**config.mk**
```make
export PLATFORM = sky130hd
export DESIGN_NAME = truth_table_sweeper
export DESIGN_NICKNAME = d
export VERILOG_FILES = /design/src/rtl/truth_table_sweeper.sv
export SDC_FILE = /design/constraint.sdc
export NUM_CORES = 1
export LEC_CHECK = 0
export CORE_MARGIN = 1.5
export CORE_UTILIZATION = 54
export DETAILED_ROUTE_END_ITERATION = 7
export GPL_ROUTABILITY_DRIVEN = 0
export HOLD_SLACK_MARGIN = 0.05
export PLACE_DENSITY = 0.85
export SLEW_MARGIN = 20
export SYNTH_ARGS = -nofsm -noshare
export SYNTH_HDL_FRONTEND = slang
export SYNTH_SLANG_ARGS = --single-unit
```
**constraint.sdc**
```tcl
create_clock -name clk -period 2.7 [get_ports clk]
set_clock_uncertainty 0.2 [all_clocks]
set_input_delay 0.54 -clock clk [delete_from_list [all_inputs] [get_ports clk]]
set_output_delay 0.54 -clock clk [all_outputs]
set_load 0.02 [all_outputs]
```
**src/rtl/truth_table_sweeper.sv**
```systemverilog
// Steps a 3-input combinational function through all eight input vectors.
// Each vector is held for DWELL cycles, the response is recorded, and the recorded table is compared with an expected table.
module truth_table_sweeper #(
  parameter int DWELL = 10
) (
  input  logic       clk,
  input  logic       rst_n,
  input  logic       start,
  input  logic       f_in,
  input  logic [7:0] exp_table,
  output logic       a_out,
  output logic       b_out,
  output logic       c_out,
  output logic       busy,
  output logic       done,
  output logic [7:0] table_out,
  output logic       pass
);

  typedef enum logic [1:0] {IDLE, RUN, FIN} state_t;

  localparam logic [7:0] DWELL_LAST = 8'(DWELL - 1);

  state_t     state;
  logic [2:0] vec;
  logic [7:0] dwell_cnt;
  logic [7:0] exp_lat;
  logic [7:0] table_next;

  // The vector register drives A/B/C directly, so the pins change only on clock edges.
  assign a_out = vec[2];
  assign b_out = vec[1];
  assign c_out = vec[0];

  // The table including the bit being captured on this edge, so pass is valid in the FIN cycle.
  always_comb begin
    table_next      = table_out;
    table_next[vec] = f_in;
  end

  always_ff @(posedge clk or negedge rst_n) begin
    if (!rst_n) begin
      state     <= IDLE;
      vec       <= 3'd0;
      dwell_cnt <= 8'd0;
      busy      <= 1'b0;
      done      <= 1'b0;
      table_out <= 8'h00;
      pass      <= 1'b0;
      exp_lat   <= 8'h00;
    end else begin
      done <= 1'b0;
      case (state)
        IDLE: begin
          vec  <= 3'd0;
          busy <= 1'b0;
          if (start) begin
            state     <= RUN;
            busy      <= 1'b1;
            dwell_cnt <= 8'd0;
            table_out <= 8'h00;
            pass      <= 1'b0;
            exp_lat   <= exp_table;
          end
        end
        RUN: begin
          if (dwell_cnt == DWELL_LAST) begin
            table_out <= table_next;
            dwell_cnt <= 8'd0;
            if (vec == 3'd7) begin
              state <= FIN;
              busy  <= 1'b0;
              done  <= 1'b1;
              pass  <= (table_next == exp_lat);
            end else begin
              vec <= vec + 3'd1;
            end
          end else begin
            dwell_cnt <= dwell_cnt + 8'd1;
          end
        end
        FIN: begin
          state <= IDLE;
          vec   <= 3'd0;
        end
        default: state <= IDLE;
      endcase
    end
  end

endmodule

```
==> results of run 1 <==
-- report_power, final --
group,switching [mW],internal [mW]
clock,0.156,0.148
combinational,0.354,0.331
sequential,0.127,0.602
-- state kept, by name, summed over array words and instances, names as in the netlist --
name       flops
busy           1
done           1
dwell_cnt      8
exp_lat        8
pass           1
state          2
table_out      8
vec            3
-- layer usage --
metal  vias to the layer above  wire length (µm)
met5                         -                 0
met4                         0                49
met1                       763              1760
met3                         7               264
li1                        745                 -
met2                        67              2180
-- cells by family (layout without fill, tap and decap cells) --
logic type,count (synthesis),count (layout),share of synthesized area
adder cells (fa/ha/maj),4,4,0.0275
multiplexers,12,12,0.0701
buffers and inverters,17,49,0.0406
AO/OA/AOI/OAI,45,45,0.153
XOR/XNOR,9,9,0.0433
flip-flops,32,32,0.440
AND/OR/NAND/NOR,67,67,0.226
-- layout by cell type, fill, tap and decap left out, types with 3 or more instances in the layout --
master | netlist | final
nand2b_1 | 8 | 8
ha_1 | 4 | 4
inv_1 | 8 | 8
o21ai_0 | 18 | 18
a21oi_1 | 7 | 7
nor2b_1 | 3 | 3
xnor2_1 | 7 | 7
nand3b_1 | 5 | 5
mux2_2 | 6 | 6
mux2i_1 | 6 | 6
clkbuf_4 | 0 | 5
nor2_1 | 5 | 5
o32ai_1 | 3 | 3
clkdlybuf4s50_1 | 0 | 25
a21o_1 | 3 | 3
o22ai_1 | 5 | 5
nand3_1 | 5 | 5
buf_4 | 0 | 9
nor3b_1 | 3 | 3
nor3_1 | 8 | 8
dfrtp_1 | 32 | 32
nand2_1 | 11 | 11
-- worst register-to-register path, cell delays in order, from the launching register on --
cell and delay (ns):
dfrtp_1 0.41, inv_1 0.06, ha_1 0.12, or4b_4 0.48
nor3_1 0.20, buf_4 0.18, nand2_1 0.22, o41ai_1 0.38
-- stage by stage --
stage	utilization	hold slack (ns)	std cells
6_report	0.708	0.287	262
5_1_grt	0.708	0.349	262
2_1_floorplan	-	0.0444	186
3_5_place_dp	0.687	0.266	255
4_1_cts	0.708	0.287	262
3_3_place_gp	0.687	0.261	255
-- area by class of cell --
| cell class | count | share of cell area |
|---|---|---|
| Multi-Input combinational cell | 137 | 0.427 |
| Sequential cell | 32 | 0.362 |
| Timing Repair Buffer | 34 | 0.144 |
| Clock buffer | 7 | 0.0294 |
| Tap cell | 44 | 0.0249 |
| Inverter | 8 | 0.0136 |
-- final timing paths --
| path | start | end | slack, ns |
|---|---|---|---|
| worst max-delay path | dwell_cnt[1] | table_out[0] | 0.32 |
| worst min-delay path | busy | busy | 0.29 |
| worst max register to register | dwell_cnt[1] | table_out[0] | 0.32 |
| worst min register to register | busy | busy | 0.29 |
| max in group asynchronous | rst_n | dwell_cnt[0] | 1.61 |
| min in group asynchronous | rst_n | exp_lat[4] | 0.38 |
==> impl_results.md, run 1 <==
* Ys flop type: dfrtp_1
* DRC viols at 0
* Crit path DAT at 2.38 ns
* CTS buffer count at 5
* Levels on crit path at 7
* Top-count cell post-synth: dfrtp_1
* Slew @ Worst Pin at 0.554 ns
* DP Area at 2150 µm²
* Met1 Track Usage GR at 0.332
* CP Max Fanout at 8
* Initial antenna violation count at 0
* Power density over the cells at 776 nW/µm²
* Largest net degree at the start of global routing at 33
* Initial Utilization at 0.582
* Crit-path max cell delay at 0.48 ns
* CTS tree: done
* Syn_nets at 202
* Worst reg2reg path depth at 7
* Worst IR Drop VDD at 453 µV
* Total track usage at 0.261
* Ant diodes at 0
* Routed WL at 4.25 mm
* Final setup viols at 0
* Synth top area cells: dfrtp_1 44%, o21ai_0 5.0%, mux2_2 3.7%
* Setup ws final at 0.317 ns
* Startpoint types: register
* Max transition margin at 0.629
* CP max stage cell: or4b_4
* Synthesized area per cell at 9.78 µm²
* Num ports at 26
* Largest area contributor in the netlist: dfrtp_1
* Area delta synth->final at 21.7%
* Setup CP Type: register to register
* Die Area at 3730 µm²
* Seq. cell area at 801 µm²
* Initial DRC Count at 173
* Yosys top cell area share at 0.440
* Hold depth at 1
* Highest Clock Rate at 420 MHz
* H-tree Lvls at 2
* Number of max-cap violations at 0
* Final instance area at 2210 µm²
* Unrepaired setup endpoints after global routing: no
* Final hold violations at 0
* Syn Inst Count at 186
* DR pass1 iterations at 5
* Sink Count at 32
* Lkg Pwr at 0.929 nW
* Row cnt at 20
* Area of the multi-input gates at 945 µm²
* Setup TNS at 0 ns
* Placed wire-length estimate at 2.98 mm
* Post-Place Setup Slack at 0.336 ns
* Worst skew pair latency at 0.33 ns
* Maximum root-to-sink buffer count at 2
* Grt peak-use layer: met2
* CP Cell Sequence: inv_1 > ha_1 > or4b_4 > nor3_1 > buf_4 > nand2_1 > o41ai_1
* YS warnings at 0
* First-pass GRT wire length at 6.98 mm
* Seq cells post-synth at 32
* Wirelength per Cell at 16.2 µm
* Pwr Total at 1.72 mW
* Status: finished, final reports clean
* Layout cells sized above 1 at 0.124
* Syn Std Cell Area at 1820 µm²
* Root Buffer: clkbuf_4
* Most frequent cells after synthesis: 32 x dfrtp_1, 18 x o21ai_0, 11 x nand2_1
* Post-synthesis cell type count at 46
* Routed vias/inst at 6.04
* Vias at 1582
* Post-synthesis sequential area ratio at 0.440
* Period utilisation layout at 0.882
* Asr flop ratio synth at 1.00
* Fin crit period at 2.38 ns
* Hold Path Class: register to register
* Met3 Use GR at 0.0840
* CTS clk-pin slew, worst paths at 0.09 ns
* Crit. End Element: register
* IO Port Bufs at 25
* Hold Buf Count CTS at 0
* Fill count at 236
* Total grt overflow at 0
* Core Area at 3130 µm²
* Final-report max-slew violation count at 0
* Routed Antenna Nets at 0
* Post-synth EDFFs at 0
* Vias in the first global route at 1435
* Buf/Inv on CP at 2
* Crit path max-delay family: simple AND/OR/NAND/NOR gates
* CP required at 2.70 ns
* DIE HEIGHT at 61.0 µm
* CTS resizes at 0
* Nets at 234
* Chip width at 61.0 µm
* Setup Buffers After CTS at 0
* GR Util met2 at 0.430
Note: power is estimated with default switching activity, not from simulation.
==> inputs of run 2 (changes only) <==
--- a/config.mk
+++ b/config.mk
@@ -8,9 +8,9 @@
 export CORE_MARGIN = 1.5
 export CORE_UTILIZATION = 54
 export DETAILED_ROUTE_END_ITERATION = 7
-export GPL_ROUTABILITY_DRIVEN = 0
 export HOLD_SLACK_MARGIN = 0.05
 export PLACE_DENSITY = 0.85
+export SKIP_CTS_REPAIR_TIMING = 1
 export SLEW_MARGIN = 20
 export SYNTH_ARGS = -nofsm -noshare
 export SYNTH_HDL_FRONTEND = slang
==> results of run 2 <==
No change in the layout: final DEF, timing and power equal those of run 1.
==> inputs of run 3 (changes only) <==
--- a/config.mk
+++ b/config.mk
@@ -10,6 +10,7 @@
 export DETAILED_ROUTE_END_ITERATION = 7
 export HOLD_SLACK_MARGIN = 0.05
 export PLACE_DENSITY = 0.85
+export SETUP_SLACK_MARGIN = 0.4
 export SKIP_CTS_REPAIR_TIMING = 1
 export SLEW_MARGIN = 20
 export SYNTH_ARGS = -nofsm -noshare
==> impl_results.md, run 3 (same netlist as run 1, synthesis figures left out) <==
* Sw frac at 0.380 (+0.00924)
* Pwr Total at 1.76 mW (+2.3%)
* Initial DRC Count at 196 (+13%)
* Sink Count at 32 (unchanged)
* Final-report max-slew violation count at 0 (unchanged)
* Status: finished, final reports clean
* Crit path DAT at 2.42 ns (+0.04 ns)
* Crit. End Element: register
* DR pass1 iterations at 4 (-1)
* Routed vias/inst at 6.08 (+0.61%)
* Initial Utilization at 0.582 (unchanged)
* Post-Place Setup Slack at 0.275 ns (-0.0603 ns)
* Reg-to-reg slack, setup at 0.37 ns (+0.05 ns)
* Chip width at 61.0 µm (unchanged)
* DIE HEIGHT at 61.0 µm (unchanged)
* Pint at 1.09 mW (+0.77%)
* Worst reg2reg path depth at 7 (unchanged)
* Die Area at 3730 µm² (unchanged)
* Startpoint types: register
* CTS buffer count at 5 (unchanged)
* DRC viols at 0 (unchanged)
* Dpl cells at 255 (unchanged)
* Maximum root-to-sink buffer count at 2 (unchanged)
* CP required at 2.79 ns (+0.09 ns)
* RR Startpoint: dwell_cnt[1]
* Slew @ Worst Pin at 0.536 ns (-0.0180 ns)
* Setup CP Type: register to register
* First-pass GRT wire length at 6.94 mm (-0.59%)
* Vias in the first global route at 1579 (+10%)
* Ant diodes at 0 (unchanged)
* Worst setup startpoint: dwell_cnt[1]
* CTS tree: done
* Fill count at 236 (unchanged)
* Clock share of power at 0.163 (-0.014)
* P_sw at 0.668 mW (+4.8%)
* Fin crit period at 2.33 ns (-0.0495 ns)
* Total grt overflow at 0 (unchanged)
* H-tree Lvls at 2 (unchanged)
* Routed Antenna Nets at 0 (unchanged)
* Layout Cells excl Fill at 266 (+1.5%)
* IO Port Bufs at 25 (unchanged)
* Critical path endpoint: pass
* Biggest regs: dwell_cnt x8, exp_lat x8, table_out x8
* Unrepaired setup endpoints after global routing: yes
* Final hold violations at 0 (unchanged)
* Area delta synth->final at 24.3%
* Num ports at 26 (unchanged)
* Total track usage at 0.252 (-0.00951)
* CTS clk-pin slew, worst paths at 0.10 ns (about the same)
* Final setup viols at 0 (unchanged)
* Root Buffer: clkbuf_4
* Setup TNS at 0 ns (unchanged)
* Period utilisation layout at 0.864 (-0.0183)
* Commonest non-fill, non-tap cell in the layout: dfrtp_1
* Worst IR Drop VDD at 557 µV (+23%)
* Core Area at 3130 µm² (unchanged)
* Highest Clock Rate at 429 MHz (+2.1%)
* Logic pwr share at 0.423 (+0.024)
* Most frequent cells in the layout: 32 x dfrtp_1, 23 x clkdlybuf4s50_1, 17 x o21ai_0
* Hold Path Class: register to register
* Wirelength per Cell at 16.1 µm (-0.86%)
* Number of max-cap violations at 0 (unchanged)
* Lkg Pwr at 0.994 nW (+7.0%)
* Worst skew pair latency at 0.34 ns (about the same)
* Placer Congestion at 0.932
* Nets at 237 (+1.3%)
* Hold slack final at 0.294 ns (+0.00668 ns)
* Initial antenna violation count at 0 (unchanged)
* Largest net degree at the start of global routing at 33 (unchanged)
* RR Endpoint: pass
* Vias at 1616 (+2.1%)
* Sequential share of power at 0.413 (-0.011)
* Layout cells sized above 1 at 0.167 (+0.0428)
* Row cnt at 20 (unchanged)
* Setup ws final at 0.367 ns (+0.0495 ns)
* CP Max Fanout at 5 (-3)
* Max transition margin at 0.642 (+0.0126)
* Routed WL at 4.28 mm (+0.66%)
* Power density over the cells at 776 nW/µm² (about the same)
* Placed wire-length estimate at 3.06 mm (+2.7%)
run 3: cell types whose count changed in the layout (fill, tap and decap cells not counted), moves of 2 or more:
| cell | change |
|---|---|
| clkdlybuf4s50_1 | -2 |
| buf_4 | +3 |
| dlymetal6s2s_1 | +2 |
| clkinv_2 | +2 |
run 3: critical path, cell delays in order (launching register included):
cell and delay, ns:
dfrtp_1 0.39, inv_1 0.06, ha_1 0.13, or4b_4 0.50, or4_4 0.54, a221oi_1 0.23
nand4_1 0.14, nand2_1 0.10
run 3: stage by stage:
step / util / cell area (µm²)
final: 0.723 / 2260
after global routing: 0.723 / 2260
after CTS: 0.706 / 2210
after detailed placement: 0.687 / 2150
after global placement: 0.687 / 2150
after floorplan: - / 1820
run 3: layout make-up:
| cell class | instances | area (µm²) | area share |
|---|---|---|---|
| clock buffer | 6 | 51.3 | 0.0227 |
| sequential | 32 | 801 | 0.354 |
| inverter | 8 | 30.0 | 0.0133 |
| multi-input combinational | 137 | 970 | 0.429 |
| tap | 44 | 55.1 | 0.0243 |
| clock inverter | 2 | 10.0 | 0.00442 |
| timing repair buffer | 37 | 345 | 0.153 |
run 3: how the worst min path moves through the flow:
| stage | start | endpoint | slack, ns | depth (start not counted) |
|---|---|---|---|---|
| 2_1_floorplan | rst_n | busy | 0.04 | 0 |
| 3_3_place_gp | busy | busy | 0.27 | 1 |
| 3_5_place_dp | busy | busy | 0.28 | 1 |
| 4_1_cts | busy | busy | 0.30 | 1 |
| 5_1_grt | busy | busy | 0.33 | 1 |
| 6_report | busy | busy | 0.29 | 1 |
run 3: per-layer routing:
layer | wire [µm] | GRT usage
met5 | 0 | 0
met2 | 2240 | 0.435
met3 | 222 | 0.0588
met4 | 116 | 0.118
met1 | 1710 | 0.296
run 3: power by group through the flow:
| stage | combinational (mW) | sequential [mW] | clock [mW] |
|---|---|---|---|
| floorplan | 0.423 | 0.751 | 0 |
| global placement | 0.650 | 0.724 | 0 |
| detailed placement | 0.682 | 0.737 | 0 |
| CTS | 0.683 | 0.728 | 0.293 |
| global route | 0.810 | 0.741 | 0.312 |
| finish | 0.744 | 0.726 | 0.287 |
